===== src/rtl/write_control_top.sv =====
// -----------------------------------------------------------------------------
// write_control_top
//
// Write-side pointer and full-flag controller for an 8-entry asynchronous FIFO.
// Accepts write requests in the wr_clk domain, advances a 4-bit binary pointer
// (3 address bits + wrap bit), publishes its Gray-coded form to the read
// domain, synchronizes the read domain's Gray pointer and derives a registered
// full flag plus a sticky overflow flag.
//
// Ports:
//   wr_clk      in   write-domain clock (rising edge)
//   reset_n     in   asynchronous active-low reset, clears all state
//   wr_en       in   write request
//   rd_ptr[3:0] in   Gray-coded read pointer, asynchronous to wr_clk
//   mem_we      out  memory write enable (wr_en & ~f_full), combinational
//   b_wr_ptr    out  binary write address (low 3 bits of the pointer)
//   MSB_wr_ptr  out  pointer wrap bit
//   wr_ptr[3:0] out  Gray-coded write pointer for the read domain
//   f_full      out  FIFO full
//   wr_ack      out  one-cycle pulse the cycle after an accepted write
//   overflow    out  sticky: write attempted while full
// -----------------------------------------------------------------------------
module write_control_top (
  input  logic       wr_clk,
  input  logic       reset_n,
  input  logic       wr_en,
  input  logic [3:0] rd_ptr,
  output logic       mem_we,
  output logic [2:0] b_wr_ptr,
  output logic       MSB_wr_ptr,
  output logic [3:0] wr_ptr,
  output logic       f_full,
  output logic       wr_ack,
  output logic       overflow
);

  function automatic logic [3:0] bin2gray(input logic [3:0] b);
    return b ^ (b >> 1);
  endfunction

  logic [3:0] bin_q,   bin_d;
  logic [3:0] gray_q,  gray_d;
  logic [3:0] rd_s1_q, rd_s1_d;
  logic [3:0] rd_s2_q, rd_s2_d;
  logic       full_q,  full_d;
  logic       ack_q,   ack_d;
  logic       ovf_q,   ovf_d;
  logic       accept;

  assign accept = wr_en & ~full_q;

  always_comb begin
    bin_d   = bin_q;
    gray_d  = gray_q;
    rd_s1_d = rd_ptr;
    rd_s2_d = rd_s1_q;
    full_d  = full_q;
    ack_d   = accept;
    ovf_d   = ovf_q | (wr_en & full_q);

    if (accept) begin
      bin_d = bin_q + 4'd1;
    end
    // Gray pointer is loaded directly from the next binary value so it is a
    // clean flop output toward the read domain.
    gray_d = bin2gray(bin_d);

    // Full when the next write pointer equals the read pointer with the top
    // two Gray bits inverted (one full lap ahead). Uses the synchronized,
    // possibly stale read pointer, so release is late but never early.
    full_d = (gray_d == {~rd_s2_q[3:2], rd_s2_q[1:0]});
  end

  always_ff @(posedge wr_clk or negedge reset_n) begin
    if (!reset_n) begin
      bin_q   <= 4'd0;
      gray_q  <= 4'd0;
      rd_s1_q <= 4'd0;
      rd_s2_q <= 4'd0;
      full_q  <= 1'b0;
      ack_q   <= 1'b0;
      ovf_q   <= 1'b0;
    end else begin
      bin_q   <= bin_d;
      gray_q  <= gray_d;
      rd_s1_q <= rd_s1_d;
      rd_s2_q <= rd_s2_d;
      full_q  <= full_d;
      ack_q   <= ack_d;
      ovf_q   <= ovf_d;
    end
  end

  assign mem_we     = accept;
  assign b_wr_ptr   = bin_q[2:0];
  assign MSB_wr_ptr = bin_q[3];
  assign wr_ptr     = gray_q;
  assign f_full     = full_q;
  assign wr_ack     = ack_q;
  assign overflow   = ovf_q;

endmodule


===== config.mk =====
export PLATFORM = sky130hd
export DESIGN_NAME = write_control_top
export DESIGN_NICKNAME = d
export VERILOG_FILES = /design/src/rtl/write_control_top.sv
export SDC_FILE = /design/constraint.sdc
export NUM_CORES = 1
export LEC_CHECK = 0
export ABC_CLOCK_PERIOD_IN_PS = 2600
export BUFFER_PORTS_ARGS = -buffer_cell sky130_fd_sc_hd__buf_2
export CORE_AREA = 2 2 39 41
export CTS_BUF_LIST = sky130_fd_sc_hd__clkbuf_8
export DETAILED_ROUTE_END_ITERATION = 16
export DIE_AREA = 0 0 41 43
export PLACE_DENSITY_LB_ADDON = 0.15
export SKIP_CTS_REPAIR_TIMING = 1
export SLEW_MARGIN = 10
export SYNTH_ARGS = -nofsm -noshare
export SYNTH_HDL_FRONTEND = slang
export SYNTH_SLANG_ARGS = --single-unit

===== constraint.sdc =====
create_clock -name wr_clk -period 2.6 [get_ports wr_clk]
set_clock_uncertainty 0.05 [all_clocks]
set_input_delay 0.65 -clock wr_clk [delete_from_list [all_inputs] [get_ports wr_clk]]
set_output_delay 0.65 -clock wr_clk [all_outputs]
set_load 0.05 [all_outputs]

Word-level counts from Yosys, hierarchy flattened
Index checks and enable logic that the tools add are counted.
- register bits: 19
- output and inout port bits: 12
- input bits: 7
- $add $sub $neg: 1
- multiplexer cells: 1
- eq/ne operators: 1
- bitwise gates (word level): 6
- operators with widths (kind ; count):
    $add A4 B1 Y4 const B ; 1
    $eq A4 B4 Y1 ; 1
    $mux W4 ; 1
    $xor A4 B3 Y4 ; 1
    $and A1 B1 Y1 ; 2
    $not A2 Y2 ; 1
    $not A1 Y1 ; 1
    $or A1 B1 Y1 ; 1

Depth between registers and ports, before layout
Gate-level depths: netlist of the first run.
- depth after elaboration: 5
- gate-level depth with buffers: 5
- depth with buffers taken out: 5

Worst setup path after synthesis of the first run
No wires, ideal clock.
- path type: register to register
- start: reg full_q (netlist: f_full)
- end: reg full_q (netlist: f_full)
- setup time: 96 ps
- buffers on the path: 0
- required time: 2454 ps
- period minus slack after synthesis: 1877 ps
- arrival time: 1732 ps
- cell stages (with the launch flop): 6
- setup slack: 723 ps
- cells stage by stage: dfrtp_1 -> nand2b_1 -> inv_2 -> nand4_2 -> xnor2_1 -> nor4_2
- longest elaborated chain between the ends: 5
- ends and longest elaborated chain (item ; line ; text):
    from (decl) ; 45 ; logic full_q, full_d;
    from (signal assigned) ; 88 ; full_q <= full_d;
    $not A1 Y1 ; 50 ; assign accept = wr_en & ~full_q;
    $and A1 B1 Y1 ; 50 ;
    net mem_we ; 28 ; output logic mem_we,
    $mux W4 ; 61 ; if (accept) begin
    $xor A4 B3 Y4 ; 38 ; return b ^ (b >> 1);
    $eq A4 B4 Y1 ; 71 ; full_d = (gray_d == {~rd_s2_q[3:2], rd_s2_q[1:0]});
    net full_d ; 45 ;
The timed path passes the listed nets, and every way through them passes these cells.

Worst setup path after layout of the first run
- start: in wr_en
- end: out mem_we
- longest elaborated chain between the ends: 1
- ends and longest elaborated chain (item ; line ; text):
    from (decl) ; 26 ; input logic wr_en,
    $and A1 B1 Y1 ; 50 ;
    to (decl) ; 28 ;
Every way passes these cells.

==> results.ini, run 1 <==
[layout]
drive_gt1_frac=0.3824
fin_nets=77
area_growth_pct=20.80
design_area_um2=872.1
n_fill_cell=116
layout.cells.non_filler=84
n_antenna_cell=0

[timing]
report.final.hold_viol_count=0
max_freq_mhz=505.3
fin_crit_ns=1.979
grt_setup_unrepaired=false
slew_headroom=0.7503
setup_tns_ns=0
maxSlewViolCount=0
post-route-period-util=0.7612
setup_violations=0
worstMarginPinSlew_ns=0.3745
setup_ws_ns=0.6208

[worst_setup_path]
endpoint_kind=output pin
crit_fanout=6
startpoint_type=input pin
critPathRequiredTime_ns=1.90
critical_path_class=input pin to output pin
cp.arrival_ns=1.28

[drt]
drt_iter0_drc=1
antenna_left=0
wl_per_cell_um=11.88
firstDrtPassIters=2
drt-total-wl_um=998
num_vias=406
via_per_inst=4.833
drcViolationCount=0

[synth]
yosys.area.top_type=dfrtp_1
synth_top_area_frac=0.6239
ys_ff_latch=18
syn_inst=48
synth_nets=56
avgSynthCellArea_um2=15.04
yosysWarnings=0
synth_seq_area_share=0.6239
yosysUniqueCellTypes=17
synth_area_leaders=dfrtp_1 62%, xnor2_1 12%, xor2_1 4.9%
synth_area_um2=721.9

[place]
gp_congestion=0.7435
pre_cts_ws_ns=0.6219
placed_area_um2=817.0
place_inst=80
dp.final_hpwl_um=761.7
io_buffer_count=18

[cts]
htreeDepth=1
cts-root-buf=clkbuf_8
cts_tree=yes
cts_sinks=18
cts_buffers=3
insertion_delay_ns=0.24
clockBufferDepth=2
cts.clk_slew.worst_paths_ns=0.06

[floorplan]
core_mm2=0.001384
ioPinCount=19
die_w_um=41
die_y_um=43
die_area_mm2=0.001763
initial_core_util=0.5217
rows=14

[global_route]
antenna_found_initial=0
grt_first_pass_wirelength_mm=1.642
overflow=0
grt_max_degree=19
grt_pass1_vias=394
track_usage=0.1449

[run_status]
status=finished, final reports clean

[worst_hold_path]
min_path_type=input pin to asynchronous set/reset pin

[run]
maxCapViolCount=0

## registers in the layout, indices dropped and copies added, names as in the netlist
name and flops:
rd_s2_q 4, wr_ack 1, rd_s1_q 4, f_full 1
overflow 1, bin_q 4, wr_ptr 3
## cell type report
class	count	area, um^2	area share
tap	16	20.02	0.02296
inverter	2	7.507	0.008608
clock buffer	4	55.05	0.06313
timing repair buffer	18	90.09	0.1033
sequential	18	450.4	0.5165
multi-input combinational	26	249.0	0.2855
## worst paths after layout
path | from | to | slack (ns) | cells after the start
min in group wr_clk | rd_s1_q[1] | rd_s2_q[1] | 0.30 | 0
worst max-delay path | wr_en | mem_we | 0.62 | 4
worst max register to register | bin_q[0] | f_full | 0.89 | 5
worst min-delay path | reset_n | wr_ptr[1] | 0.26 | 1
max in group asynchronous | reset_n | rd_s2_q[0] | 1.97 | 1
worst min register to register | rd_s1_q[1] | rd_s2_q[1] | 0.30 | 0
## cell families after synthesis
family,Yosys count,synth area share
simple gates,5,0.05892
flops,18,0.6239
fa+ha+maj,1,0.01733
mux,2,0.02773
buf+inv,4,0.03118
compound gates,2,0.01733
xor+xnor,16,0.2236
## worst max-delay path: stages
cell and delay (ns):
buf_2 0.10, nand2b_1 0.12, inv_2 0.14, buf_2 0.27
## metal layers
layer  global-route usage  part of all wire  up-vias
met5                    0                 0        -
met4              0.06000                 0        0
met3              0.04712             0.060        0
met2               0.2094              0.52       15
met1               0.1957              0.41      200
li1                     -                 -      191
## metrics by stage
step / hold WS, ns / utilization
4_1_cts: 0.2791 / 0.6302
3_3_place_gp: 0.2812 / 0.5904
6_report: 0.2645 / 0.6302
3_5_place_dp: 0.2912 / 0.5904
5_1_grt: 0.2906 / 0.6302
2_1_floorplan: 0.2812 / -
## cells in the mapped netlist (all sizes together)
cell    count
xnor2      11
dfrtp      18
ha          1
inv         2
nand2b      1
xor2        4
nand3b      1
mux2i       2
o21ai       1
nor4        1
xnor3       1
a21o        1
nand4       1
buf         2
nand2       1
## cell usage in the layout, fill, tap and decap left out
master,n
o21ai_0,1
nor4_2,1
a21o_1,1
nand4_2,1
inv_1,1
xnor2_2,1
nand2b_1,1
xor2_1,4
clkbuf_8,4
nand3b_1,1
mux2i_1,2
xnor2_1,10
inv_2,1
ha_1,1
xnor3_1,1
buf_2,18
dfrtp_1,18
nand2_1,1
Power of run 1 is not shown: default switching activity piles up to over one toggle a cycle in this logic, so the estimate is an artifact.
==> inputs of run 2 (changes only) <==
--- a/config.mk
+++ b/config.mk
@@ -5,12 +5,14 @@
 export SDC_FILE = /design/constraint.sdc
 export NUM_CORES = 1
 export LEC_CHECK = 0
-export ABC_CLOCK_PERIOD_IN_PS = 2600
+export ABC_AREA = 1
+export ABC_CLOCK_PERIOD_IN_PS = 2000
 export BUFFER_PORTS_ARGS = -buffer_cell sky130_fd_sc_hd__buf_2
-export CORE_AREA = 2 2 39 41
+export CORE_ASPECT_RATIO = 1.1
+export CORE_MARGIN = 2
+export CORE_UTILIZATION = 53
 export CTS_BUF_LIST = sky130_fd_sc_hd__clkbuf_8
 export DETAILED_ROUTE_END_ITERATION = 16
-export DIE_AREA = 0 0 41 43
 export PLACE_DENSITY_LB_ADDON = 0.15
 export SKIP_CTS_REPAIR_TIMING = 1
 export SLEW_MARGIN = 10
==> constraint.sdc (replaced) <==
create_clock -name wr_clk -period 2 [get_ports wr_clk]
set_clock_uncertainty 0.05 [all_clocks]
set_input_delay 0.5 -clock wr_clk [delete_from_list [all_inputs] [get_ports wr_clk]]
set_output_delay 0.5 -clock wr_clk [all_outputs]
set_load 0.05 [all_outputs]
==> results.ini, run 2 <==
[drt]
wl_per_cell_um=11.74
via_per_inst=4.880
antenna_left=0
drt-total-wl_mm=1.374
drcViolationCount=0
drt_iter0_drc=2
firstDrtPassIters=4
num_vias=571

[layout]
layout_common_cells=22 x nand2_1, 18 x dfrtp_1, 18 x buf_2
area_growth_pct=19.97
reg.largest.list=bin_q x4, rd_s1_q x4, rd_s2_q x4
seqCellArea_um2=450.4
fin_nets=110
drive_gt1_frac=0.3762
layout_commonest_cell=nand2_1
fin_util=0.6844
multi_input_area_um2=290.3
n_fill_cell=112
n_antenna_cell=0

[cts]
insertion_delay_ns=0.25
cts_buffers=3
clockBufferDepth=2
cts.clk_slew.worst_paths_ns=0.07
cts_sinks=18
cts_tree=yes
cts-root-buf=clkbuf_8
htreeDepth=1

[worst_setup_path]
endpoint_kind=output pin
crit_fanout=6
r2r-start=bin_q[0]
cp.arrival_ns=1.13
critical_path_class=input pin to output pin
timing.critical_path.from=wr_en
startpoint_type=input pin
critPathRequiredTime_ns=1.45

[synth]
syn_inst=80
synth_edf_count=0
synth_area_um2=789.5
synth_seq_area_share=0.5705
synth_flop_cell=dfrtp_1
ys_ff_latch=18
synth_top_area_frac=0.5705
synthArstFlopShare=1.000
avgSynthCellArea_um2=9.869
yosysMostFrequentCell=nand2_1
synth.top_cells.by_count=22 x nand2_1, 18 x dfrtp_1, 8 x nand3_1
yosys.area.top_type=dfrtp_1
yosysUniqueCellTypes=16
synth_nets=88
yosysWarnings=0
synth_area_leaders=dfrtp_1 57%, nand2_1 10%, nand3_1 5.1%

[floorplan]
initial_core_util=0.5705
die_y_um=44.48
die_area_mm2=0.001815
rows=14
ioPinCount=19
die_w_um=40.80
core_mm2=0.001384

[timing]
fin_crit_ns=1.682
max_freq_mhz=594.4
setup_violations=0
grt_setup_unrepaired=false
post-route-period-util=0.8412
maxSlewViolCount=0
worstMarginPinSlew_ns=0.3881
whs_ns=0.1109
slew_headroom=0.7413
setup_ws_ns=0.3177
report.final.hold_viol_count=0
setup_tns_ns=0

[global_route]
grt_first_pass_wirelength_mm=2.159
overflow=0
grt_pass1_vias=488
grt_max_degree=19
antenna_found_initial=0
track_usage=0.1948

[run]
maxCapViolCount=0

[worst_hold_path]
min_path_type=input pin to asynchronous set/reset pin

[run_status]
status=finished, final reports clean

[place]
pre_cts_ws_ns=0.3108
io_buffer_count=18
gp_congestion=0.7526
dp.final_hpwl_um=997.7

run 2: cell count changes after synthesis, sizes merged, moves of 2 or more:
cell,previous run,this run
nand2,1,29
nand3,0,11
xnor2,11,0
inv,2,11
nor2,0,4
xor2,4,0
mux2i,2,0
nand3b,1,3
run 2: per-layer routing:
metal,vias to the layer above,GRT usage,part of all wire
met5,-,0,0
li1,293,-,-
met2,19,0.2875,0.50
met1,257,0.2308,0.42
met4,0,0.1400,0.018
met3,2,0.06030,0.057
run 2: cells by family after synthesis:
group / Yosys count / synth area share
buf+inv: 12 / 0.06181
compound gates: 2 / 0.03012
flops: 18 / 0.5705
fa+ha+maj: 1 / 0.01585
simple gates: 47 / 0.3217
run 2: through the flow:
stage	area (um^2)	std cells
after floorplan	789.5	80
after global placement	892.1	113
after detailed placement	892.1	113
after CTS	947.2	117
after global routing	947.2	117
final	947.2	117
run 2: area by class of cell:
| cell class | count | area share |
|---|---|---|
| clock buffer | 4 | 0.05812 |
| multi-input combinational | 50 | 0.3065 |
| inverter | 11 | 0.04359 |
| timing repair buffer | 18 | 0.09511 |
| tap | 16 | 0.02114 |
| sequential | 18 | 0.4756 |
run 2: worst paths after layout:
check                      depth (start not counted)          to  slack (ns)
setup / recovery                                   4      mem_we        0.32
hold / removal                                     1    bin_q[1]        0.11
setup reg to reg                                   9      f_full        0.36
hold reg to reg                                    0  rd_s2_q[3]        0.30
max in group asynchronous                          1  rd_s2_q[3]        1.51
min in group wr_clk                                1  rd_s1_q[0]        0.30
run 2: worst max-delay path, cell delays in order:
cell and delay [ns]:
buf_2 0.15, inv_2 0.07, nor2_4 0.13, buf_2 0.28
Power of run 2 is left out for the same reason.
